<file path="src/rtl/fwd_scoreboard.sv">
// fwd_scoreboard
//   Tracks DEPTH in-flight register writes (slot 0 youngest, slot DEPTH-1
//   oldest). Forwards the youngest matching ready result to two source
//   operands, stalls on load-use hazards and on an unfilled load reaching
//   the oldest slot, and retires entries in order to the RF write port.
//   Optional build macro: FWD_ZERO_REG_EN makes r0 a hard zero. When it is
//   defined, r0 is never tracked, never matched and always reads as 0.
module fwd_scoreboard #(
  parameter int DATA_W = 32,
  parameter int REG_AW = 3,
  parameter int DEPTH  = 2
) (
  input  logic              clk,
  input  logic              rst_n,
  input  logic              issue_valid,
  output logic              issue_ready,
  input  logic              issue_we,
  input  logic              issue_load,
  input  logic [REG_AW-1:0] issue_rd,
  input  logic [DATA_W-1:0] issue_data,
  input  logic [REG_AW-1:0] rs_a,
  input  logic [REG_AW-1:0] rs_b,
  input  logic [DATA_W-1:0] rf_a,
  input  logic [DATA_W-1:0] rf_b,
  output logic [DATA_W-1:0] fwd_a,
  output logic [DATA_W-1:0] fwd_b,
  output logic              stall,
  input  logic              ld_valid,
  input  logic [DATA_W-1:0] ld_data,
  output logic              wb_valid,
  output logic [REG_AW-1:0] wb_rd,
  output logic [DATA_W-1:0] wb_data,
  output logic              ld_err
);

  // slot storage
  logic [DEPTH-1:0]  v_q, v_d;
  logic [DEPTH-1:0]  rdy_q, rdy_d;
  logic [REG_AW-1:0] rd_q   [DEPTH];
  logic [REG_AW-1:0] rd_d   [DEPTH];
  logic [DATA_W-1:0] data_q [DEPTH];
  logic [DATA_W-1:0] data_d [DEPTH];

  // retire port and error flag
  logic              wb_valid_q, wb_valid_d;
  logic [REG_AW-1:0] wb_rd_q, wb_rd_d;
  logic [DATA_W-1:0] wb_data_q, wb_data_d;
  logic              ld_err_q, ld_err_d;

  // lookup results
  logic              hit_a, hit_rdy_a, hit_b, hit_rdy_b;
  logic [DATA_W-1:0] hit_data_a, hit_data_b;
  logic              hazard, retire_block;
  logic              zero_a, zero_b, rd_zero;

  // oldest unfilled load
  logic              pend;
  int                pend_idx;
  int                fill_idx;

`ifdef FWD_ZERO_REG_EN
  assign zero_a  = (rs_a == '0);
  assign zero_b  = (rs_b == '0);
  assign rd_zero = (issue_rd == '0);
`else
  assign zero_a  = 1'b0;
  assign zero_b  = 1'b0;
  assign rd_zero = 1'b0;
`endif

  // Youngest-first match: scan oldest to youngest so the youngest hit wins.
  always_comb begin
    hit_a      = 1'b0;
    hit_rdy_a  = 1'b0;
    hit_data_a = '0;
    hit_b      = 1'b0;
    hit_rdy_b  = 1'b0;
    hit_data_b = '0;
    for (int k = DEPTH - 1; k >= 0; k--) begin
      if (v_q[k] && (rd_q[k] == rs_a) && !zero_a) begin
        hit_a      = 1'b1;
        hit_rdy_a  = rdy_q[k];
        hit_data_a = data_q[k];
      end
      if (v_q[k] && (rd_q[k] == rs_b) && !zero_b) begin
        hit_b      = 1'b1;
        hit_rdy_b  = rdy_q[k];
        hit_data_b = data_q[k];
      end
    end
  end

  assign fwd_a = zero_a ? '0 : ((hit_a && hit_rdy_a) ? hit_data_a : rf_a);
  assign fwd_b = zero_b ? '0 : ((hit_b && hit_rdy_b) ? hit_data_b : rf_b);

  // Only registered ready feeds the stall; a load response is never
  // bypassed in its arrival cycle, so load-use costs at least one cycle.
  assign hazard       = (hit_a && !hit_rdy_a) || (hit_b && !hit_rdy_b);
  assign retire_block = v_q[DEPTH-1] && !rdy_q[DEPTH-1];
  assign stall        = (issue_valid && hazard) || retire_block;
  assign issue_ready  = !stall;

  // Locate the oldest valid slot still waiting for its load data.
  always_comb begin
    pend     = 1'b0;
    pend_idx = 0;
    for (int k = 0; k < DEPTH; k++) begin
      if (v_q[k] && !rdy_q[k]) begin
        pend     = 1'b1;
        pend_idx = k;
      end
    end
  end

  // Slot next-state: shift on advance, then apply a load fill at the
  // entry's post-shift position.
  always_comb begin
    v_d      = v_q;
    rdy_d    = rdy_q;
    rd_d     = rd_q;
    data_d   = data_q;
    fill_idx = pend_idx;
    if (!stall) begin
      v_d[0]    = issue_valid && issue_we && !rd_zero;
      rdy_d[0]  = !issue_load;
      rd_d[0]   = issue_rd;
      data_d[0] = issue_data;
      for (int k = 1; k < DEPTH; k++) begin
        v_d[k]    = v_q[k-1];
        rdy_d[k]  = rdy_q[k-1];
        rd_d[k]   = rd_q[k-1];
        data_d[k] = data_q[k-1];
      end
      // a pending load in the oldest slot forces a stall, so this never
      // points past the end of the array while advancing
      fill_idx = pend_idx + 1;
    end
    if (ld_valid && pend) begin
      for (int k = 0; k < DEPTH; k++) begin
        if (k == fill_idx) begin
          rdy_d[k]  = 1'b1;
          data_d[k] = ld_data;
        end
      end
    end
  end

  // Retire port next-state; fields hold while stalled.
  always_comb begin
    wb_valid_d = 1'b0;
    wb_rd_d    = wb_rd_q;
    wb_data_d  = wb_data_q;
    if (!stall) begin
      wb_valid_d = v_q[DEPTH-1];
      wb_rd_d    = rd_q[DEPTH-1];
      wb_data_d  = data_q[DEPTH-1];
    end
    ld_err_d = ld_err_q || (ld_valid && !pend);
  end

  // State registers; reset discards every in-flight entry.
  always_ff @(posedge clk or negedge rst_n) begin
    if (!rst_n) begin
      v_q        <= '0;
      rdy_q      <= '0;
      for (int k = 0; k < DEPTH; k++) begin
        rd_q[k]   <= '0;
        data_q[k] <= '0;
      end
      wb_valid_q <= 1'b0;
      wb_rd_q    <= '0;
      wb_data_q  <= '0;
      ld_err_q   <= 1'b0;
    end else begin
      v_q        <= v_d;
      rdy_q      <= rdy_d;
      rd_q       <= rd_d;
      data_q     <= data_d;
      wb_valid_q <= wb_valid_d;
      wb_rd_q    <= wb_rd_d;
      wb_data_q  <= wb_data_d;
      ld_err_q   <= ld_err_d;
    end
  end

  assign wb_valid = wb_valid_q;
  assign wb_rd    = wb_rd_q;
  assign wb_data  = wb_data_q;
  assign ld_err   = ld_err_q;

endmodule
</file>
<file path="config.mk">
export PLATFORM = sky130hd
export DESIGN_NAME = fwd_scoreboard
export DESIGN_NICKNAME = d
export VERILOG_FILES = /design/src/rtl/fwd_scoreboard.sv
export SDC_FILE = /design/constraint.sdc
export NUM_CORES = 1
export LEC_CHECK = 0
export CELL_PAD_IN_SITES_DETAIL_PLACEMENT = 1
export CELL_PAD_IN_SITES_GLOBAL_PLACEMENT = 2
export CORE_MARGIN = 10
export CORE_UTILIZATION = 29
export CTS_CLUSTER_DIAMETER = 80
export DETAILED_ROUTE_END_ITERATION = 16
export HOLD_SLACK_MARGIN = 0.1
export PLACE_DENSITY = 0.93
export SETUP_SLACK_MARGIN = 0.02
export SLEW_MARGIN = 20
export SYNTH_ARGS = -nofsm -noshare
export SYNTH_HDL_FRONTEND = slang
export SYNTH_SLANG_ARGS = --single-unit
</file>
<file path="constraint.sdc">
create_clock -name clk -period 2.4 [get_ports clk]
set_input_delay 0.24 -clock clk [delete_from_list [all_inputs] [get_ports clk]]
set_output_delay 0.24 -clock clk [all_outputs]
set_load 0.01 [all_outputs]
</file>
**After elaboration in Yosys (flattened, before gate mapping)**

Cells that the tools add are included.
W data, S select, Z words.

- Register bits: 111
- Bits of input ports: 143
- Output and inout bits: 103
- Word-level logic and storage cells: 68

- $add $sub $neg: 1
- Equal/unequal tests: 5
- Mux-type cells: 27
- Reductions and logical operators: 25

Operators with widths:

| cell | number |
|---|---|
| $mux W32 | 9 |
| $mux W64 | 2 |
| $add A32 B2 Y32 const B | 1 |
| $eq A2 B32 Y1 const A | 1 |
| $logic_not A32 Y1 | 1 |
| $logic_and A1 B1 Y1 | 14 |
| $mux W1 | 14 |
| $eq A3 B3 Y1 | 4 |
| $logic_not A1 Y1 | 7 |
| $mux W2 | 2 |
| $logic_or A1 B1 Y1 | 3 |

**Logic depth before layout (Yosys ltp)**

- Depth in word-level cells: 13
- Mapped depth: 9
- Depth with buffers taken out: 6

**Least setup slack after synthesis**

Ideal clock, no wire load.

- Path type: register to output
- Start point: reg rd_q[4] (netlist name)
- End point: out fwd_b[10]
- Arrival time: 1.983 ns
- Required time: 2.160 ns
- Slack: 0.177 ns
- Cell stages (with the launch flop): 8
- Buffers on the path: 2
- Cells stage by stage: dfrtp_1 > xnor2_1 > and4_1 > buf_2 > nor3b_2 > a22oi_1 > buf_2 > mux2_1

- Cells in the longest elaborated chain, start to end: 5
- Elaborated cells between the ends (all ways): 7
- Classes of those cells: eq/ne: 1; mux: 4; reduce/logical: 2

RTL lines:

| what | line | RTL |
|---|---|---|
| from (decl) | 39 | `logic [REG_AW-1:0] rd_q [DEPTH];` |
| from (signal assigned) | 177 | `rd_q <= rd_d;` |
| $eq A3 B3 Y1 * | 85 | `if (v_q[k] && (rd_q[k] == rs_b) && !zero_b) begin` |
| $logic_and A1 B1 Y1 * | 85 |  |
| $mux W1 | 85 |  |
| $logic_and A1 B1 Y1 | 94 | `assign fwd_b = zero_b ? '0 : ((hit_b && hit_rdy_b) ? hit_data_b : rf_b);` |
| $mux W32 * | 94 |  |
| to (decl) | 26 | `output logic [DATA_W-1:0] fwd_b,` |

Mark *: on every way between the ends. The rest lies on a longest branch, timed or not.

**Final worst setup path**

- Start point: reg rd_q[4] (netlist name)
- End point: out fwd_b[0]

Same word-level chain as after synthesis.

==> flow_results.org <==
** Worst setup path
- The worst setup path is of the flop to output port kind.
- Critical path data arrival time :: 2.53 ns
- Data required time at the worst endpoint :: 2.16 ns
- Kind of end point of the critical path :: output port
- Along the worst path, the maximum fanout reaches 7.
- Number of cells on the worst reg-to-reg path :: 9
- Category of the worst setup path launch point :: flop

** Global route
- Remaining global-route overflow :: 0
- Total routing usage reported by global routing :: 19.5%
- First-pass GRT wire length :: 47200 um
- Entering global routing, the biggest net connects 61 pins.
- Via count of the first global-routing pass :: 7465
- The initial antenna violation count was 5.

** Clock tree
- The later pin in the worst-skew pair is clocked with a latency of 0.36 ns.
- Clk root buf :: sky130_fd_sc_hd__clkbuf_16
- TritonCTS clock tree :: done
- Counting the buffers created by CTS gives 9.
- Number of buffers on the longest clock path :: 2
- The clock tree synthesis step divided the H-tree into 3 levels.
- Sink count of the clock tree :: 111
- Clock-pin slew was measured on the worst setup and hold paths at 0.08 ns.

** STA
- In the post-route analysis, the smallest setup slack over all paths is -0.374 ns.
- On the final layout, the worst clock skew is 0.0123 ns.
- Final-report setup violation count :: 95
- Number of slew-limit violations in the final report :: 0
- RSZ-0062 raised after global routing :: true
- Ratio of final minimum period to clock period :: 116%
- Number of endpoints with negative hold slack in the final report :: 0
- Worst hold-check slack :: 0.310 ns
- For the pin with the worst max-slew slack, the measured transition is 0.967 ns.
- The worst path in the final design needs a cycle of 2.77 ns, including I/O delays and setup.
- Remaining max-slew budget at the tightest pin :: 35.4%
- Highest Clock Rate :: 0.361 GHz

** Power and ir drop
- Total power :: 12.2 mW
- The worst-case IR drop observed on VDD is 0.000468 V.
- Static power due to leakage :: 5.01 nW
- Dividing total power by cell area gives a power density of 1040 nW/um2.

** Logic synthesis
- The share of the Yosys chip area taken by registers is 39.6%.
- The mapped netlist covers 7010 um2.
- Per-instance average area after synthesis :: 11.7 um2
- When the netlist entered floorplanning its net count stood at 744.
- The synthesized design contains 111 register bits.
- Cell count after synthesis :: 601
- Yosys warns :: 0
- Counting distinct cell types in the post-synthesis netlist gives 43.

** Cells and area
- Area Growth Syn to Fin :: 66.5%
- Once layout is done, the placed cells without fillers occupy 11700 um2.
- Count of nets after finishing :: 1032
- Final standard cell utilization of the core :: 49.4%
- Cells with a size suffix above 1 make up 39.0% of the layout.
- Leaving out filler cells and counting taps, the final layout contains 1219.

** Placement
- Routability-driven placement finished with a final weighted congestion of 0.828.
- Placed inst area :: 10200 um2
- Input and output buffers added on the ports amount to 245.
- Detailed placement ended at an HPWL of 21600 um.
- Cell count after placement :: 1154

** Hold path
- In this run the worst hold path is classified as input port to async pin.

** Floorplanning
- The floorplan step defined a die boundary enclosing 30800 um2.
- Overall die width :: 176 um
- Initial Utilization :: 29.7%
- Site Rows :: 56
- I/O pin total :: 246
- Die Y-Extent :: 176 um
- Area of the core :: 23600 um2

** Run status
- The checks that failed: negative setup slack.
- Run status :: finished, violations left

** Route
- Initial DRT Pass Iterations :: 5
- Amount of wire on met3 after detailed routing :: 2520 um
- The detailed router finished its first iteration with 522 violations.
- Wire length on met1 :: 14000 um
- Number of vias after detailed routing :: 7074
- Via/cell ratio :: 5.80
- After detailed routing, the number of remaining DRC violations is 0.
- Wire length on met2 :: 16900 um
- In the final routed layout, each cell accounts on average for 28.0 um.
- The final layout contains routed wiring with a total length of 34200 um.
- The highest layer touched by signal routing is met4.
- Final ANT Viol Nets :: 0

** Run
- Max-cap violations in this run came to 0.
worst paths after layout:
| kind | startpoint | to | slack, ns |
|---|---|---|---|
| setup reg to reg | rd_q[4] | wb_data[1] | -0.05 |
| max in group asynchronous | rst_n | data_q[47] | 1.33 |
| setup / recovery | rd_q[4] | fwd_b[0] | -0.37 |
| hold / removal | rst_n | data_q[5] | 0.31 |
| min in group clk | issue_load | rdy_q[0] | 0.48 |
| hold reg to reg | ld_err | ld_err | 0.51 |
cell usage after synthesis (all sizes together):
cell     number  area [um2]
o311ai        1        8.76
clkinv        1        3.75
o21bai        1        7.51
inv           5        18.8
a222oi        1        10.0
o22a         32         280
buf          29         174
nand2         3        11.3
and3          1        6.26
clkbuf       39         146
a21oi         2        10.0
a211oi        1        7.51
nand4        34         213
and3b         1        8.76
o221a        64         721
mux2        105        1180
and2          1        6.26
and2b         1        7.51
dfrtp       111        2780
o211ai        2        15.0
or4          32         240
o2111ai       1        8.76
and4          2        17.5
a32o          1        10.0
or3           2        12.5
nor2          4        15.0
nor3          1        5.00
a22oi         2        15.0
o21ai         6        33.8
nor3b         2        25.0
a21boi        1        7.51
a31oi         1        6.26
mux2i        32         320
xnor2        12         105
nand3         3        15.0
a22o         64         561
layout by cell type (no fill, tap or decap), types with 16 or more instances in the layout:
cell type                         synthesis  layout
sky130_fd_sc_hd__or4_1                   32      32
sky130_fd_sc_hd__nand4_1                 34      34
sky130_fd_sc_hd__buf_6                    5      90
sky130_fd_sc_hd__o221a_1                 31      31
sky130_fd_sc_hd__buf_12                   0      19
sky130_fd_sc_hd__clkdlybuf4s50_1          0     176
sky130_fd_sc_hd__mux2i_1                 32      32
sky130_fd_sc_hd__buf_4                    2      45
sky130_fd_sc_hd__mux2_4                   0      97
sky130_fd_sc_hd__a22o_1                  64      64
sky130_fd_sc_hd__o22a_1                  32      32
sky130_fd_sc_hd__dfrtp_1                111     108
sky130_fd_sc_hd__clkbuf_16                0      16
sky130_fd_sc_hd__o221a_2                 33      32
power breakdown:
group          total (mW)  internal (mW)  switching (mW)  leakage [nW]
Clock                1.45          0.708           0.746         0.126
Combinational        6.88           4.08            2.80          3.62
Sequential           3.84           2.79            1.05          1.27
layout make-up:
type / count / area [um2]
Antenna cell: 6 / 15.0
Clock buffer: 11 / 233
Clock inverter: 5 / 33.8
Fill cell: 2423 / 11900
Inverter: 6 / 23.8
Multi-Input combinational cell: 416 / 4450
Sequential cell: 111 / 2780
Tap cell: 319 / 399
Timing Repair Buffer: 345 / 3740
layer usage:
layer / track usage (%) / up-vias
li1: - / 3050
met1: 23.9 / 3662
met2: 33.5 / 319
met3: 4.57 / 43
met4: 5.02 / 0
met5: 0 / -
cell families (layout without fill, tap and decap cells):
family	Yosys count	in the layout	synth area share [%]
flops	111	111	39.6
other cells	0	6	0
buf+inv	74	367	4.89
compound gates	180	180	24.3
xor+xnor	12	12	1.50
simple gates	87	87	8.31
mux	137	137	21.4
critical path, stage by stage (launching register included):
cell and delay, ns:
sky130_fd_sc_hd__dfrtp_2 0.47, sky130_fd_sc_hd__xnor2_2 0.17, sky130_fd_sc_hd__and4_4 0.21, sky130_fd_sc_hd__nor3b_4 0.31
sky130_fd_sc_hd__a22oi_2 0.10, sky130_fd_sc_hd__buf_6 0.18, sky130_fd_sc_hd__clkbuf_16 0.18, sky130_fd_sc_hd__buf_12 0.13
sky130_fd_sc_hd__mux2_4 0.30, sky130_fd_sc_hd__buf_6 0.12
repair_timing:
item                                   CTS  global route
endpoints found under the hold margin   18             0
setup buffers                           13            20
pin swaps                               12            14
hold buffers                             1             0
setup endpoints to repair              142           119
resized for setup                      363           135
gates cloned                             1             9
sequential cells by signal (all words and copies together), names as in the netlist:
| signal | cells |
|---|---|
| wb_valid | 1 |
| v_q | 2 |
| wb_rd | 3 |
| rd_q | 6 |
| data_q | 64 |
| rdy_q | 2 |
| ld_err | 1 |
| wb_data | 32 |
metrics by stage:
stage	TNS, ns	worst slack (ns)
CTS	-12.82	-0.344
finish	-18.85	-0.374
global route	-24.29	-0.422
detailed placement	-73.64	-0.640
floorplan	0	0.177
global placement	-64.37	-0.569
Power figures use the tool's default switching activity.
